**config.mk**
```make
export PLATFORM = sky130hd
export DESIGN_NAME = hyperbus_arbiter_flat
export DESIGN_NICKNAME = d
export VERILOG_FILES = /design/src/rtl/hyperbus_arbiter_if.sv /design/src/rtl/hyperbus_arbiter.sv /design/src/flat_wrapper.sv
export SDC_FILE = /design/constraint.sdc
export NUM_CORES = 1
export LEC_CHECK = 0
export BUFFER_PORTS_ARGS = -buffer_cell sky130_fd_sc_hd__buf_2
export CORE_MARGIN = 5
export CORE_UTILIZATION = 30
export CTS_CLUSTER_SIZE = 30
export DETAILED_ROUTE_END_ITERATION = 10
export HOLD_SLACK_MARGIN = 0.08
export PLACE_DENSITY = 0.5
export SYNTH_ARGS = -nofsm -noshare
export SYNTH_HDL_FRONTEND = slang
export SYNTH_SLANG_ARGS = --single-unit
export TNS_END_PERCENT = 30
```
**constraint.sdc**
```tcl
create_clock -name clk90 -period 3.17 [get_ports clk90]
set_clock_uncertainty 0.15 [all_clocks]
set_input_delay 0.317 -clock clk90 [delete_from_list [all_inputs] [get_ports clk90]]
set_output_delay 0.317 -clock clk90 [all_outputs]
set_load 0.005 [all_outputs]
```
**src/rtl/hyperbus_arbiter_if.sv**
```systemverilog
// Bundles the two requester ports and the HyperBus controller handshake.
// Latency: none (wires only).
// Backpressure: carried by hb_ready/hb_valid; requesters hold req until done.
interface hyperbus_arbiter_if #(
    parameter int ADDR_LENGTH = 32
);
    logic [1:0]               req;
    logic [1:0]               we;
    logic [2*ADDR_LENGTH-1:0] adr;
    logic [15:0]              len;
    logic [31:0]              wdat;
    logic [3:0]               wmask;
    logic [1:0]               ack;
    logic [15:0]              rdat;
    logic [1:0]               done;
    logic                     cfg_done;
    logic [ADDR_LENGTH-1:0]   hb_adr;
    logic [15:0]              hb_dat;
    logic [1:0]               hb_mask;
    logic                     hb_reg_space;
    logic                     hb_wrq;
    logic                     hb_rrq;
    logic [15:0]              hb_dat_o;
    logic                     hb_ready;
    logic                     hb_valid;

    // Environment side: requesters plus the controller's return signals.
    modport master (
        output req, we, adr, len, wdat, wmask, hb_dat_o, hb_ready, hb_valid,
        input  ack, rdat, done, cfg_done, hb_adr, hb_dat, hb_mask,
               hb_reg_space, hb_wrq, hb_rrq
    );

    // Arbiter side.
    modport slave (
        input  req, we, adr, len, wdat, wmask, hb_dat_o, hb_ready, hb_valid,
        output ack, rdat, done, cfg_done, hb_adr, hb_dat, hb_mask,
               hb_reg_space, hb_wrq, hb_rrq
    );
endinterface

```
**src/rtl/hyperbus_arbiter.sv**
```systemverilog
// Two-port round-robin arbiter for a HyperBus controller; writes CR0 once after reset.
// Latency: grant 1 cycle after req in IDLE; write ack combinational with hb_ready, read ack 1 cycle after hb_valid.
// Backpressure: words advance only on hb_ready/hb_valid; bursts split at MAXBURST with GAP idle cycles between.
module hyperbus_arbiter #(
    parameter int          ADDR_LENGTH = 32,
    parameter int          MAXBURST    = 64,
    parameter int          GAP         = 4,
    parameter logic [31:0] CFG_ADR     = 32'h0000_0800,
    parameter logic [15:0] CFG_DATA    = 16'h8F1F
) (
    input logic               clk90,
    input logic               rst,
    hyperbus_arbiter_if.slave bus
);
    localparam int SW = $clog2(MAXBURST + 1);
    localparam int GW = (GAP > 1) ? $clog2(GAP) : 1;
    localparam logic [SW-1:0] SEG_LAST = SW'(MAXBURST - 1);
    localparam logic [GW-1:0] GAP_LOAD = GW'(GAP - 1);

    typedef enum logic [3:0] {
        ST_CFG  = 4'b0001,
        ST_IDLE = 4'b0010,
        ST_XFER = 4'b0100,
        ST_GAP  = 4'b1000
    } state_t;

    state_t                 state_q, state_d;
    logic                   gnt_q;
    logic                   last_q;
    logic                   we_q;
    logic [7:0]             len_q;
    logic [7:0]             w_q;
    logic [SW-1:0]          s_q;
    logic [GW-1:0]          gap_q;
    logic                   more_q;
    logic [ADDR_LENGTH-1:0] hb_adr_q;
    logic                   hb_wrq_q;
    logic                   hb_rrq_q;
    logic                   hb_reg_q;
    logic                   cfg_done_q;
    logic [1:0]             ack_r_q;
    logic [1:0]             done_q;
    logic [15:0]            rdat_q;

    logic [1:0]             ack_w;
    logic [15:0]            hb_dat_c;
    logic [1:0]             hb_mask_c;

    logic                   sel_port;
    logic                   sel_we;
    logic [ADDR_LENGTH-1:0] sel_adr;
    logic [7:0]             sel_len;
    logic                   cfg_fire;
    logic                   count;
    logic                   word_last;
    logic                   seg_end;

    // Tie goes to the port that was not granted last.
    assign sel_port = (bus.req == 2'b11) ? ~last_q : bus.req[1];
    assign sel_we   = sel_port ? bus.we[1] : bus.we[0];
    assign sel_adr  = sel_port ? bus.adr[2*ADDR_LENGTH-1:ADDR_LENGTH] : bus.adr[ADDR_LENGTH-1:0];
    assign sel_len  = sel_port ? bus.len[15:8] : bus.len[7:0];

    // The CR0 write completes only when the controller sees our request.
    assign cfg_fire  = (state_q == ST_CFG) && hb_wrq_q && bus.hb_ready;
    assign count     = (state_q == ST_XFER) && (we_q ? bus.hb_ready : bus.hb_valid);
    assign word_last = (w_q == (len_q - 8'd1));
    assign seg_end   = count && (word_last || (s_q == SEG_LAST));

    // Next state and the combinational write-side outputs.
    always_comb begin
        state_d   = state_q;
        ack_w     = '0;
        hb_dat_c  = '0;
        hb_mask_c = '0;
        unique case (state_q)
            ST_CFG: begin
                if (hb_wrq_q) hb_dat_c = CFG_DATA;
                if (cfg_fire) state_d = ST_GAP;
            end
            ST_IDLE: begin
                if (|bus.req) state_d = ST_XFER;
            end
            ST_XFER: begin
                if (we_q) begin
                    hb_dat_c     = gnt_q ? bus.wdat[31:16] : bus.wdat[15:0];
                    hb_mask_c    = gnt_q ? bus.wmask[3:2] : bus.wmask[1:0];
                    ack_w[gnt_q] = bus.hb_ready;
                end
                if (seg_end) state_d = ST_GAP;
            end
            ST_GAP: begin
                if (gap_q == '0) state_d = more_q ? ST_XFER : ST_IDLE;
            end
            default: state_d = ST_CFG;
        endcase
    end

    // State register; reset always restarts with the CR0 write.
    always_ff @(posedge clk90 or posedge rst) begin
        if (rst) state_q <= ST_CFG;
        else     state_q <= state_d;
    end

    // Grant latch, word/segment counters, controller requests and port strobes.
    always_ff @(posedge clk90 or posedge rst) begin
        if (rst) begin
            gnt_q      <= 1'b0;
            last_q     <= 1'b1;
            we_q       <= 1'b0;
            len_q      <= '0;
            w_q        <= '0;
            s_q        <= '0;
            gap_q      <= '0;
            more_q     <= 1'b0;
            hb_adr_q   <= '0;
            hb_wrq_q   <= 1'b0;
            hb_rrq_q   <= 1'b0;
            hb_reg_q   <= 1'b0;
            cfg_done_q <= 1'b0;
            ack_r_q    <= '0;
            done_q     <= '0;
            rdat_q     <= '0;
        end else begin
            ack_r_q <= '0;
            done_q  <= '0;
            unique case (state_q)
                ST_CFG: begin
                    hb_adr_q <= ADDR_LENGTH'(CFG_ADR);
                    hb_reg_q <= 1'b1;
                    hb_wrq_q <= 1'b1;
                    if (cfg_fire) begin
                        hb_wrq_q   <= 1'b0;
                        hb_reg_q   <= 1'b0;
                        cfg_done_q <= 1'b1;
                        gap_q      <= GAP_LOAD;
                        more_q     <= 1'b0;
                    end
                end
                ST_IDLE: begin
                    if (|bus.req) begin
                        gnt_q    <= sel_port;
                        last_q   <= sel_port;
                        we_q     <= sel_we;
                        hb_adr_q <= sel_adr;
                        len_q    <= (sel_len == 8'd0) ? 8'd1 : sel_len;
                        w_q      <= '0;
                        s_q      <= '0;
                        hb_wrq_q <= sel_we;
                        hb_rrq_q <= ~sel_we;
                        hb_reg_q <= 1'b0;
                    end
                end
                ST_XFER: begin
                    if (count) begin
                        w_q <= w_q + 8'd1;
                        s_q <= s_q + SW'(1);
                        if (!we_q) begin
                            ack_r_q[gnt_q] <= 1'b1;
                            rdat_q         <= bus.hb_dat_o;
                        end
                    end
                    if (seg_end) begin
                        hb_wrq_q <= 1'b0;
                        hb_rrq_q <= 1'b0;
                        gap_q    <= GAP_LOAD;
                        more_q   <= ~word_last;
                        if (word_last) done_q[gnt_q] <= 1'b1;
                        else           hb_adr_q <= hb_adr_q + ADDR_LENGTH'(MAXBURST);
                    end
                end
                ST_GAP: begin
                    if (gap_q != '0) begin
                        gap_q <= gap_q - GW'(1);
                    end else if (more_q) begin
                        s_q      <= '0;
                        hb_wrq_q <= we_q;
                        hb_rrq_q <= ~we_q;
                    end
                end
                default: ;
            endcase
        end
    end

    assign bus.ack          = ack_r_q | ack_w;
    assign bus.rdat         = rdat_q;
    assign bus.done         = done_q;
    assign bus.cfg_done     = cfg_done_q;
    assign bus.hb_adr       = hb_adr_q;
    assign bus.hb_dat       = hb_dat_c;
    assign bus.hb_mask      = hb_mask_c;
    assign bus.hb_reg_space = hb_reg_q;
    assign bus.hb_wrq       = hb_wrq_q;
    assign bus.hb_rrq       = hb_rrq_q;
endmodule

```
**src/flat_wrapper.sv**
```systemverilog
// flat-port wrapper written by rule: the top's interface ports become plain ports
module hyperbus_arbiter_flat 
#(
    parameter int          ADDR_LENGTH = 32,
    parameter int          MAXBURST    = 64,
    parameter int          GAP         = 4,
    parameter logic [31:0] CFG_ADR     = 32'h0000_0800,
    parameter logic [15:0] CFG_DATA    = 16'h8F1F
)
  (clk90, rst, bus_req, bus_we, bus_adr, bus_len, bus_wdat, bus_wmask, bus_hb_dat_o, bus_hb_ready, bus_hb_valid, bus_ack, bus_rdat, bus_done, bus_cfg_done, bus_hb_adr, bus_hb_dat, bus_hb_mask, bus_hb_reg_space, bus_hb_wrq, bus_hb_rrq);
  hyperbus_arbiter_if #(.ADDR_LENGTH(ADDR_LENGTH)) bus_i ();
  input logic clk90;
  input logic rst;
  input wire logic [$bits(bus_i.req)-1:0] bus_req;
  input wire logic [$bits(bus_i.we)-1:0] bus_we;
  input wire logic [$bits(bus_i.adr)-1:0] bus_adr;
  input wire logic [$bits(bus_i.len)-1:0] bus_len;
  input wire logic [$bits(bus_i.wdat)-1:0] bus_wdat;
  input wire logic [$bits(bus_i.wmask)-1:0] bus_wmask;
  input wire logic [$bits(bus_i.hb_dat_o)-1:0] bus_hb_dat_o;
  input wire logic [$bits(bus_i.hb_ready)-1:0] bus_hb_ready;
  input wire logic [$bits(bus_i.hb_valid)-1:0] bus_hb_valid;
  output wire logic [$bits(bus_i.ack)-1:0] bus_ack;
  output wire logic [$bits(bus_i.rdat)-1:0] bus_rdat;
  output wire logic [$bits(bus_i.done)-1:0] bus_done;
  output wire logic [$bits(bus_i.cfg_done)-1:0] bus_cfg_done;
  output wire logic [$bits(bus_i.hb_adr)-1:0] bus_hb_adr;
  output wire logic [$bits(bus_i.hb_dat)-1:0] bus_hb_dat;
  output wire logic [$bits(bus_i.hb_mask)-1:0] bus_hb_mask;
  output wire logic [$bits(bus_i.hb_reg_space)-1:0] bus_hb_reg_space;
  output wire logic [$bits(bus_i.hb_wrq)-1:0] bus_hb_wrq;
  output wire logic [$bits(bus_i.hb_rrq)-1:0] bus_hb_rrq;
  assign bus_i.req = bus_req;
  assign bus_i.we = bus_we;
  assign bus_i.adr = bus_adr;
  assign bus_i.len = bus_len;
  assign bus_i.wdat = bus_wdat;
  assign bus_i.wmask = bus_wmask;
  assign bus_i.hb_dat_o = bus_hb_dat_o;
  assign bus_i.hb_ready = bus_hb_ready;
  assign bus_i.hb_valid = bus_hb_valid;
  assign bus_ack = bus_i.ack;
  assign bus_rdat = bus_i.rdat;
  assign bus_done = bus_i.done;
  assign bus_cfg_done = bus_i.cfg_done;
  assign bus_hb_adr = bus_i.hb_adr;
  assign bus_hb_dat = bus_i.hb_dat;
  assign bus_hb_mask = bus_i.hb_mask;
  assign bus_hb_reg_space = bus_i.hb_reg_space;
  assign bus_hb_wrq = bus_i.hb_wrq;
  assign bus_hb_rrq = bus_i.hb_rrq;
  hyperbus_arbiter #(.ADDR_LENGTH(ADDR_LENGTH), .MAXBURST(MAXBURST), .GAP(GAP), .CFG_ADR(CFG_ADR), .CFG_DATA(CFG_DATA)) u_core (.clk90(clk90), .rst(rst), .bus(bus_i));
endmodule
```
==> results of run 1 <==
## critical path: stages (launching register included)
cell and delay, ns:
dfrtp_1 0.58, nor4b_4 0.41, nand2_1 0.36, buf_4 0.30, o21ai_0 0.25, buf_2 0.17
## through the flow
step           instance area (sq um)   util  instances  hold WS, ns  setup WS (ns)
2_1_floorplan                   5620      -        621        0.230          0.399
5_1_grt                         7490  0.403       1088        0.102         0.0302
3_5_place_dp                    6920  0.373       1044        0.305          0.385
4_1_cts                         7490  0.403       1088       0.0830          0.252
6_report                        7490  0.403       1088       0.0991          0.277
3_3_place_gp                    6920  0.373       1044        0.300          0.450
## synth_stat cells (8+ instances only)
| master | count | area, sq um |
|---|---|---|
| dfrtp_1 | 87 | 2180 |
| nand2_1 | 81 | 304 |
| nor2_1 | 57 | 214 |
| a21oi_1 | 39 | 195 |
| mux2i_1 | 30 | 300 |
| clkbuf_1 | 26 | 97.6 |
| o21ai_1 | 22 | 110 |
| o21ai_0 | 21 | 105 |
| a31oi_1 | 20 | 125 |
| o31ai_1 | 19 | 143 |
| mux2_2 | 18 | 203 |
| inv_1 | 17 | 63.8 |
| xor2_1 | 14 | 123 |
| and3_1 | 12 | 75.1 |
| nand3_1 | 10 | 50.1 |
| nor3_1 | 9 | 45.0 |
| and2_1 | 8 | 50.1 |
| xnor2_1 | 8 | 70.1 |
## worst min path at each step
stage	startpoint	endpoint	slack, ns	depth (start not counted)
after global placement	u_core.bus.cfg_done	u_core.bus.cfg_done	0.30	1
final	bus_len[14]	u_core.len_q[6]	0.1	3
after CTS	bus_len[14]	u_core.len_q[6]	0.08	3
after floorplan	bus_req[0]	u_core.last_q	0.23	1
after global routing	bus_len[14]	u_core.len_q[6]	0.10	3
after detailed placement	u_core.bus.cfg_done	u_core.bus.cfg_done	0.30	1
## routing by layer
metal | vias to the layer above | part of all wire
met1 | 2575 | 0.48
met3 | 17 | 0.072
met5 | - | 0
met2 | 213 | 0.43
li1 | 2732 | -
met4 | 0 | 0.013
## cells by family (layout without fill, tap and decap cells)
logic type,after synthesis,after routing,share of synthesized area
buffers and inverters,57,290,0.0481
adder cells (fa/ha/maj),5,5,0.0111
AO/OA/AOI/OAI,175,175,0.209
multiplexers,53,53,0.102
XOR/XNOR,22,22,0.0343
flip-flops,89,89,0.397
AND/OR/NAND/NOR,220,220,0.200
## sequential cells by signal (all words and copies together), names as in the netlist, 2 cells and up
signal,count
u_core.ack_r_q,2
u_core.bus.done,2
u_core.bus.hb_adr,32
u_core.bus.rdat,16
u_core.gap_q,2
u_core.len_q,8
u_core.s_q,7
u_core.state_q,4
u_core.w_q,8
## area by class of cell
| type | instances | area [sq um] | share of cell area |
|---|---|---|---|
| Clock buffer | 10 | 229 | 0.0306 |
| Clock inverter | 6 | 58.8 | 0.00785 |
| Inverter | 17 | 66.3 | 0.00885 |
| Multi-Input combinational cell | 475 | 3130 | 0.418 |
| Sequential cell | 89 | 2230 | 0.298 |
| Tap cell | 234 | 293 | 0.0391 |
| Timing Repair Buffer | 257 | 1480 | 0.197 |
## repair_timing
action / in CTS / in global routing
setup endpoints to repair: 0 / 0
hold endpoints to repair: 71 / 0
gates resized for setup: 0 / 0
hold buffers: 28 / 0
## power by group through the flow
stage / clock network (mW) / logic, mW / registers [mW]
after floorplan: 0 / 1.19 / 1.42
after global placement: 0 / 1.59 / 1.54
after detailed placement: 0 / 1.58 / 1.55
after CTS: 1.11 / 1.66 / 1.53
after global routing: 1.15 / 1.82 / 1.56
final: 1.06 / 1.65 / 1.53
==> impl_metrics.json, run 1 <==
{
  "syn2layout_area_growth_pct": 33.3,
  "synth_edf_count": 0,
  "p_sw_mw": 1.61,
  "viasPerCell": 5.09,
  "grtUsageMet2": 0.267,
  "port_buffers": 213,
  "status": "complete, no violations",
  "wl_um": 18800,
  "arrival_ns": 2.43,
  "yosysSeqAreaShare": 0.397,
  "syn-num-nets": 766,
  "fill_cells": 1870,
  "r2r_setup_slack_ns": 0.35,
  "wl_per_cell_um": 17.3,
  "layout_min_cycle_time_ns": 2.89,
  "ys_ff_latch": 89,
  "ys_async_sr_fraction": 1.00,
  "final_common_cell": "buf_2",
  "firstDrtPassIters": 4,
  "intPower_mw": 2.63,
  "startpoint": "u_core.state_q[2]",
  "vias": 5537,
  "antenna_found_initial": 0,
  "period_share": 0.913,
  "grt_pass1_wl_um": 29900,
  "vdd_ir_drop_max_mv": 0.287,
  "cts_max_level": 3,
  "rows": 50,
  "grt_use_met1": 0.238,
  "combPwrFrac": 0.389,
  "r2r_cells": 8,
  "die_x_um": 147,
  "use_met3": 0.0382,
  "gr-total-overflow": 0,
  "cts_tree": "done",
  "crit_fanout": 12,
  "yosysWarnings": 0,
  "dp_hpwl_um": 13800,
  "clk_latency_ns": 0.34,
  "layout_common_cells": "buf_2 (213), dfrtp_1 (87), nand2_1 (80)",
  "hp-class": "in -> reg",
  "switching_share": 0.381,
  "finalHoldViolations": 0,
  "p_clk_frac": 0.250,
  "drc_errors": 0,
  "start_util": 0.302,
  "antenna_left": 0,
  "r2r_end": "u_core.state_q[2]",
  "netlist_area_sq_um": 5620,
  "syn_area_per_cell_sq_um": 9.05,
  "crit_type": "reg -> out",
  "tns_ns": 0,
  "grt_max_degree": 53,
  "clock-root-buffer": "clkbuf_16",
  "grt_pass1_vias": 5561,
  "globalplace.congestion": 0.779,
  "worstSetupStartpointType": "flip-flop",
  "setup_viol": 0,
  "powerDensity_nw_per_um2": 566,
  "r2r_start": "u_core.len_q[0]",
  "fin_nets": 994,
  "synth_flop_cell": "dfrtp_1",
  "slew_headroom": 0.434,
  "path_clk_slew_ns": 0.07,
  "worstMarginPinSlew_ns": 0.849,
  "rsz0062_at_grt": "no",
  "drive_gt1_frac": 0.344,
  "cp-end-kind": "output pin",
  "die-area_sq_um": 21600,
  "max_freq_mhz": 346,
  "die_y_um": 147,
  "ys_types": 71,
  "p_seq_frac": 0.360,
  "cap_violations": 0,
  "cts_buffers": 9,
  "clock_sinks": 89,
  "top_usage_layer": "met2",
  "core_area_sq_um": 18600,
  "crit_path_end": "bus_hb_dat[9]",
  "power_mw": 4.24,
  "final_max_slew_viol_count": 0,
  "antenna_cells": 0,
  "first_iter_violations": 287,
  "power.leakage_nw": 3.78,
  "ios": 214,
  "crit_required_ns": 2.70,
  "syn_inst": 621,
  "cts_setup_buffers": 0,
  "grtUsageTotal": 0.171,
  "clockBufferDepth": 2
}
Power figures use the tool's default switching activity.
==> run 2: changes to the inputs <==
Settings changed: GPL_TIMING_DRIVEN from default to 0.
==> impl_metrics.json, run 2 (synthesized netlist as in run 1, its figures left out) <==
{
  "p_clk_frac": 0.272,
  "layout_min_cycle_time_ns": 2.99,
  "intPower_mw": 2.76,
  "crit_required_ns": 2.70,
  "port_buffers": 213,
  "power_mw": 4.39,
  "rows": 50,
  "p_seq_frac": 0.328,
  "setup_viol": 0,
  "drive_gt1_frac": 0.333,
  "cts_setup_buffers": 0,
  "fin_cells": 1110,
  "p_sw_mw": 1.64,
  "slew_headroom": 0.433,
  "hp-class": "in -> reg",
  "grt_pass1_vias": 5799,
  "die_x_um": 147,
  "layout_common_cells": "buf_2 (217), dfrtp_1 (87), nand2_1 (80)",
  "arrival_ns": 2.52,
  "firstDrtPassIters": 5,
  "place_inst": 1069,
  "worstMarginPinSlew_ns": 0.848,
  "dp_hpwl_um": 15100,
  "die-area_sq_um": 21600,
  "ios": 214,
  "final_max_slew_viol_count": 0,
  "grt_pass1_wl_um": 31800,
  "antenna_cells": 0,
  "gr-total-overflow": 0,
  "drc_errors": 0,
  "clock_sinks": 89,
  "hold_slack_ns": 0.0955,
  "powerDensity_nw_per_um2": 578,
  "cts_max_level": 3,
  "crit_type": "reg -> out",
  "vias": 5668,
  "vdd_ir_drop_max_mv": 0.336,
  "core_area_sq_um": 18600,
  "cap_violations": 0,
  "syn2layout_area_growth_pct": 35.2,
  "largest_register_ff_count": 32,
  "clockBufferDepth": 2,
  "combPwrFrac": 0.400,
  "first_iter_violations": 298,
  "start_util": 0.302,
  "antenna_left": 0,
  "tns_ns": 0,
  "finalHoldViolations": 0,
  "power.leakage_nw": 3.82,
  "crit_fanout": 10,
  "cts_buffers": 9,
  "cts_tree": "done",
  "grt_max_degree": 61,
  "grtUsageTotal": 0.184,
  "max_freq_mhz": 335,
  "path_clk_slew_ns": 0.07,
  "worstSetupStartpointType": "flip-flop",
  "period_share": 0.942,
  "fin_util": 0.409,
  "viasPerCell": 5.11,
  "wl_per_cell_um": 18.1,
  "fill_cells": 1885,
  "antenna_found_initial": 0,
  "status": "complete, no violations",
  "clock-root-buffer": "clkbuf_16",
  "clk_latency_ns": 0.34,
  "fin_nets": 1016,
  "cp-end-kind": "output pin",
  "rsz0062_at_grt": "no",
  "wl_um": 20100,
  "die_y_um": 147,
  "switching_share": 0.372,
  "final_common_cell": "buf_2",
  "globalplace.congestion": 0.822
}
[run 2: changes by cell type in the layout (fill, tap and decap cells not counted), moves of 2 or more]
| cell | change |
|---|---|
| dlygate4sd3_1 | -3 |
| buf_6 | +5 |
| clkinvlp_4 | +2 |
| buf_4 | -11 |
| buf_2 | +4 |
| clkbuf_8 | +2 |
| clkbuf_1 | +24 |
| clkinv_2 | -4 |
[run 2: path summary, 6_finish.rpt]
check / from / end / slack, ns / cells past startpoint
setup / recovery: u_core.state_q[3] / bus_ack[0] / 0.18 / 7
hold / removal: bus_len[11] / u_core.len_q[3] / 0.1 / 3
setup reg to reg: u_core.state_q[0] / u_core.bus.hb_adr[20] / 0.31 / 7
hold reg to reg: u_core.bus.cfg_done / u_core.bus.cfg_done / 0.32 / 1
max in group asynchronous: rst / u_core.state_q[0] / 1.77 / 4
min in group asynchronous: rst / u_core.bus.rdat[1] / 0.39 / 3
[run 2: power groups by stage]
stage / Combinational, mW / Sequential [mW] / Clock (mW)
2_1_floorplan: 1.19 / 1.42 / 0
3_3_place_gp: 1.74 / 1.46 / 0
3_5_place_dp: 1.74 / 1.46 / 0
4_1_cts: 1.77 / 1.44 / 1.24
5_1_grt: 1.95 / 1.46 / 1.27
6_report: 1.76 / 1.44 / 1.20
[run 2: per-stage QoR]
| stage | instance area (sq um) | worst slack (ns) |
|---|---|---|
| 5_1_grt | 7600 | 0.0202 |
| 4_1_cts | 7590 | 0.0139 |
| 3_3_place_gp | 6980 | -1.02 |
| 6_report | 7600 | 0.184 |
| 2_1_floorplan | 5620 | 0.399 |
| 3_5_place_dp | 7010 | 0.0535 |
[run 2: worst max-delay path, stage by stage, from the launching register on]
cell and delay (ns):
dfrtp_1 0.35, buf_2 0.18, nor4b_4 0.40, clkbuf_4 0.32
buf_2 0.28, nand3_1 0.21, o21bai_1 0.27, buf_2 0.17
[run 2: metal layers]
| layer | track usage | routed length [um] |
|---|---|---|
| met3 | 0.0469 | 1570 |
| met2 | 0.294 | 9060 |
| met5 | 0 | 0 |
| met1 | 0.249 | 9120 |
| met4 | 0.0508 | 319 |
[run 2: final cells by class]
class / instances / area, sq um / area share
multi-input cells: 475 / 3120 / 0.411
flip-flops and latches: 89 / 2230 / 0.293
repair buffers: 239 / 1340 / 0.177
well taps: 234 / 293 / 0.0385
clock buffers: 12 / 256 / 0.0338
plain buffers: 40 / 213 / 0.0280
clock inverters: 4 / 75.1 / 0.00988
inverters: 17 / 66.3 / 0.00873
[run 2: timing repair]
item,4_1_cts,5_1_grt
hold endpoints to repair,50,0
gates resized for setup,2,6
pin swaps,0,0
hold buffers,25,0
setup endpoints to repair,14,12
